<file path="src/rtl/gate_vector_sequencer.sv">
// gate_vector_sequencer: walks a 2-input gate through all four input vectors.
// For each vector it drives the inputs for a settle time, samples o1 against
// a truth table, and holds the inputs for a while. At the end of the run it
// reports a pass/fail summary. Every output is registered or decoded from
// registered state, so there is no combinational path from o1 to an output.
module gate_vector_sequencer #(
  parameter int          SETTLE_CYCLES = 2,
  parameter int          HOLD_CYCLES   = 1,
  parameter logic [3:0]  TRUTH         = 4'b1000
) (
  input  logic       clk,
  input  logic       rst,
  input  logic       start,
  input  logic       o1,
  output logic       a,
  output logic       b,
  output logic       busy,
  output logic       sample_valid,
  output logic [1:0] sample_idx,
  output logic       done,
  output logic       pass,
  output logic [3:0] fail_mask,
  output logic [2:0] err_count
);

  localparam logic [7:0] SET_LD  = 8'(SETTLE_CYCLES - 1);
  localparam logic [7:0] HOLD_LD = 8'(HOLD_CYCLES - 1);

  typedef enum logic [2:0] {
    IDLE   = 3'd0,
    SETTLE = 3'd1,
    SAMPLE = 3'd2,
    HOLD   = 3'd3,
    DONE   = 3'd4
  } state_t;

  state_t     r_state, w_state_nxt;
  logic [1:0] r_vec,   w_vec_nxt;
  logic [7:0] r_cnt,   w_cnt_nxt;
  logic       r_pass;
  logic [3:0] r_mask;
  logic [2:0] r_err;
  logic       w_mis;
  logic       w_start_acc;

  // Mismatch detect; an unknown o1 falls into the else branch and counts as a miss.
  always_comb begin
    w_mis = 1'b1;
    if (o1 == TRUTH[r_vec]) w_mis = 1'b0;
  end

  // Next-state, vector index and counter logic.
  always_comb begin
    w_state_nxt = r_state;
    w_vec_nxt   = r_vec;
    w_cnt_nxt   = r_cnt;
    w_start_acc = 1'b0;
    case (r_state)
      IDLE: begin
        if (start) begin
          w_start_acc = 1'b1;
          w_vec_nxt   = 2'd0;
          w_cnt_nxt   = SET_LD;
          w_state_nxt = SETTLE;
        end
      end
      SETTLE: begin
        if (r_cnt == 8'd0) w_state_nxt = SAMPLE;
        else               w_cnt_nxt   = r_cnt - 8'd1;
      end
      SAMPLE: begin
        if (HOLD_CYCLES > 0) begin
          w_cnt_nxt   = HOLD_LD;
          w_state_nxt = HOLD;
        end else if (r_vec == 2'd3) begin
          w_state_nxt = DONE;
        end else begin
          w_vec_nxt   = r_vec + 2'd1;
          w_cnt_nxt   = SET_LD;
          w_state_nxt = SETTLE;
        end
      end
      HOLD: begin
        if (r_cnt != 8'd0) begin
          w_cnt_nxt = r_cnt - 8'd1;
        end else if (r_vec == 2'd3) begin
          w_state_nxt = DONE;
        end else begin
          w_vec_nxt   = r_vec + 2'd1;
          w_cnt_nxt   = SET_LD;
          w_state_nxt = SETTLE;
        end
      end
      DONE:    w_state_nxt = IDLE;
      default: w_state_nxt = IDLE;
    endcase
  end

  // State, index and counter registers.
  always_ff @(posedge clk) begin
    if (rst) begin
      r_state <= IDLE;
      r_vec   <= 2'd0;
      r_cnt   <= 8'd0;
    end else begin
      r_state <= w_state_nxt;
      r_vec   <= w_vec_nxt;
      r_cnt   <= w_cnt_nxt;
    end
  end

  // Result accumulation: cleared on run start, updated in SAMPLE, pass latched in DONE.
  always_ff @(posedge clk) begin
    if (rst) begin
      r_mask <= 4'd0;
      r_err  <= 3'd0;
      r_pass <= 1'b0;
    end else begin
      if (w_start_acc) begin
        r_mask <= 4'd0;
        r_err  <= 3'd0;
      end else if (r_state == SAMPLE && w_mis) begin
        r_mask[r_vec] <= 1'b1;
        r_err         <= r_err + 3'd1;
      end
      if (r_state == DONE) r_pass <= (r_mask == 4'd0);
    end
  end

  assign busy         = (r_state == SETTLE) || (r_state == SAMPLE) || (r_state == HOLD);
  assign a            = busy & r_vec[1];
  assign b            = busy & r_vec[0];
  assign sample_valid = (r_state == SAMPLE);
  assign sample_idx   = sample_valid ? r_vec : 2'd0;
  assign done         = (r_state == DONE);
  assign pass         = r_pass;
  assign fail_mask    = r_mask;
  assign err_count    = r_err;

endmodule

</file>
<file path="config.mk">
export PLATFORM = sky130hd
export DESIGN_NAME = gate_vector_sequencer
export DESIGN_NICKNAME = d
export VERILOG_FILES = /design/src/rtl/gate_vector_sequencer.sv
export SDC_FILE = /design/constraint.sdc
export NUM_CORES = 1
export LEC_CHECK = 0
export CORE_AREA = 4 4 48 58
export DETAILED_ROUTE_END_ITERATION = 10
export DIE_AREA = 0 0 52 62
export GPL_ROUTABILITY_DRIVEN = 1
export HOLD_SLACK_MARGIN = 0.02
export PLACE_DENSITY = 0.8
export SETUP_SLACK_MARGIN = 0.4
export SLEW_MARGIN = 20
export SYNTH_ARGS = -nofsm -noshare
export SYNTH_HDL_FRONTEND = slang
export SYNTH_SLANG_ARGS = --single-unit
</file>
<file path="constraint.sdc">
create_clock -name clk -period 4.25 [get_ports clk]
set_clock_uncertainty 0.1 [all_clocks]
set_input_delay 0.425 -clock clk [delete_from_list [all_inputs] [get_ports clk]]
set_output_delay 0.425 -clock clk [all_outputs]
set_load 0.01 [all_outputs]
</file>
==> impl_metrics.json <==
{
  "globalRoute.totalOverflow": 0,
  "syn-num-nets": 147,
  "top_cell_types_by_occurrence_after_synthesis": "sky130_fd_sc_hd__dfxtp_1, sky130_fd_sc_hd__nor2_1, sky130_fd_sc_hd__nand2_1, sky130_fd_sc_hd__a21oi_1",
  "setup_repair_after_global_routing_missed_its_margin": "no",
  "clock_edge_transition_at_the_registers_on_the_reported_setup_and_hold_paths_ps": 120,
  "seq_area_sq_um": 420,
  "nNetsFinal": 163,
  "cts_sinks": 21,
  "most_used_standard_cell_by_instance_count_after_synthesis": "sky130_fd_sc_hd__dfxtp_1",
  "syn-cell-area_sq_mm": 0.00121,
  "synth-async-reset-ratio": 0,
  "die_h_um": 62,
  "worst_ep_required_time_ps": 3720,
  "placementRows": 19,
  "clkLatencyLatePin_ps": 310,
  "area_growth_pct": 16.3,
  "routed_length_per_instance_um": 13.7,
  "syn-mean-instance-area_sq_um": 8.89,
  "firstDrtPassIters": 4,
  "period_needed_ps": 2480,
  "ant_nets": 0,
  "die_w_um": 52,
  "category_of_the_critical_setup_timing_path": "reg -> out",
  "synthesis.instances": 136,
  "postSynthRegisterBits": 21,
  "gr-usage-met1": 0.188,
  "use_met3": 0.0263,
  "n_antenna_cell": 0,
  "initial_utilization": 0.535,
  "cts_hold_repair.buffers": 0,
  "finalSetupViolations": 0,
  "grt_pass1_wl_mm": 4.21,
  "report.final.hold_viol_count": 0,
  "worst-slew-pin-transition_ps": 661,
  "holdCritPathClass": "reg -> reg",
  "grt_antenna_before_repair": 0,
  "post-synth-top-area-cell": "sky130_fd_sc_hd__dfxtp_1",
  "fillerInstances": 200,
  "ctsLongestPathBuffers": 2,
  "cts-buffers-inserted": 3,
  "netlist.area_leader.share": 0.348,
  "via_count_of_the_first_global_routing_pass": 1000,
  "slew_violations": 0,
  "total_wirelength_mm": 2.49,
  "number_of_setup_buffers_added_after_cts": 0,
  "drive_above_1_share": 0.0993,
  "crit_arrival_ps": 1950,
  "synthFlopType": "sky130_fd_sc_hd__dfxtp_1",
  "pin_count": 19,
  "vias": 1018,
  "finalSetupTns_ps": 0,
  "number_of_buffers_added_on_ports": 18,
  "max_cap_viol_count": 0,
  "floorplan.core_area_sq_mm": 0.00226,
  "slew_headroom": 0.556,
  "layout.core_utilization": 0.622,
  "grt_start_max_net_pins": 17,
  "yosys_warnings": 0,
  "timing.critical_path.to_type": "primary output",
  "post_drt_via_cell_ratio": 5.59,
  "gp_congestion": 0.854,
  "fmaxAchievable_ghz": 0.403,
  "yosysSeqAreaShare": 0.348,
  "start_kind": "flop",
  "status": "complete, no violations",
  "synth_enable_flop_cells": 0,
  "detail_route.iter0.violations": 26,
  "dp_hpwl_mm": 1.93,
  "drcViolationCount": 0,
  "ys_types": 44,
  "multi_input_area_sq_um": 712,
  "cts-resized-gates": 0,
  "vdd.ir_drop.worst_mv": 0.378,
  "grt_usage": 0.174,
  "die_area_sq_mm": 0.00322,
  "post_synth_main_area_contributors": "sky130_fd_sc_hd__dfxtp_1, sky130_fd_sc_hd__ha_1, sky130_fd_sc_hd__nor2_1",
  "power.density_cell_area_mw_per_mm2": 570,
  "hold_ws_ps": 415,
  "p_leak_nw": 0.507,
  "top_usage_layer": "met2",
  "period_share": 0.583,
  "h-tree-depth": 1,
  "timing.critical_path.fanout_max": 9,
  "groute.layer.met2.usage": 0.321,
  "cts_tree": "yes",
  "cts-root-buf": "sky130_fd_sc_hd__clkbuf_4"
}
[cell usage in the layout, fill, tap and decap left out, types with 2 or more instances in the layout]
cell and instances:
sky130_fd_sc_hd__dfxtp_1 21, sky130_fd_sc_hd__clkdlybuf4s50_1 18, sky130_fd_sc_hd__nor2_1 17, sky130_fd_sc_hd__nand2_1 10, sky130_fd_sc_hd__a21oi_1 8, sky130_fd_sc_hd__inv_1 7, sky130_fd_sc_hd__ha_1 7, sky130_fd_sc_hd__nor3_1 6
sky130_fd_sc_hd__and2_1 4, sky130_fd_sc_hd__nand3_1 4, sky130_fd_sc_hd__xor2_1 3, sky130_fd_sc_hd__nand2b_1 3, sky130_fd_sc_hd__a311oi_1 3, sky130_fd_sc_hd__a31oi_1 3, sky130_fd_sc_hd__o21ai_0 3, sky130_fd_sc_hd__clkbuf_4 3
sky130_fd_sc_hd__or2_2 2, sky130_fd_sc_hd__a41oi_1 2, sky130_fd_sc_hd__mux2i_1 2, sky130_fd_sc_hd__nand4_1 2
[power breakdown]
| part | total [mW] | internal [mW] | switching [mW] |
|---|---|---|---|
| sequential | 0.290 | 0.234 | 0.0567 |
| clock | 0.101 | 0.0352 | 0.0656 |
| combinational | 0.409 | 0.169 | 0.240 |
| total | 0.800 | 0.438 | 0.362 |
[layer usage]
metal / share of wire / wire [um] / up-vias
li1: - / - / 515
met1: 0.43 / 1070 / 472
met2: 0.52 / 1290 / 27
met3: 0.039 / 98 / 4
met4: 0.014 / 34 / 0
met5: 0 / 0 / -
[area by class of cell]
class                           count  share of cell area
Clock buffer                        3              0.0160
Clock inverter                      1             0.00356
Inverter                            7              0.0187
Multi-Input combinational cell    101               0.507
Sequential cell                    21               0.299
Tap cell                           31              0.0276
Timing Repair Buffer               18               0.128
[state kept, by name (all words and copies together) (netlist names)]
register   cells
fail_mask      4
pass           1
r_cnt          8
r_state        3
err_count      3
r_vec          2
[worst max-delay path, cell delays in order, from the launching register on]
cell	delay (ps)
sky130_fd_sc_hd__dfxtp_1	550
sky130_fd_sc_hd__nor3b_2	370
sky130_fd_sc_hd__and2_1	190
sky130_fd_sc_hd__clkdlybuf4s50_1	540
[kinds of logic (layout without fill, tap and decap cells)]
family                     after synthesis  count (layout)  synth area share
and+or+nand+nor                         62              62             0.313
adders and majority gates                7               7            0.0725
DFF                                     21              21             0.348
muxes                                    2               2            0.0166
buffers and inverters                   14              29            0.0631
AOI/OAI and AO/OA                       26              26             0.158
xor gates and xnor gates                 4               4            0.0290
[metrics by stage]
step | setup WS [ps] | cells | area (sq um) | power (mW)
2_1_floorplan | 2550 | 136 | 1210 | 0.636
3_3_place_gp | 2220 | 178 | 1380 | 0.689
3_5_place_dp | 2130 | 178 | 1380 | 0.699
4_1_cts | 1760 | 182 | 1410 | 0.802
5_1_grt | 1690 | 182 | 1410 | 0.865
6_report | 1770 | 182 | 1410 | 0.800
[worst paths after layout]
path,startpoint,end,slack [ps],cells past startpoint
worst max-delay path,r_state[1]$_SDFFE_PP0P_,sample_idx[0],1770,3
worst min-delay path,pass$_SDFFE_PP0P_,pass$_SDFFE_PP0P_,420,2
worst max register to register,r_cnt[2]$_SDFFE_PP0P_,r_cnt[0]$_SDFFE_PP0P_,2270,4
worst min register to register,pass$_SDFFE_PP0P_,pass$_SDFFE_PP0P_,420,2
Note: power is estimated with default switching activity, not from simulation.
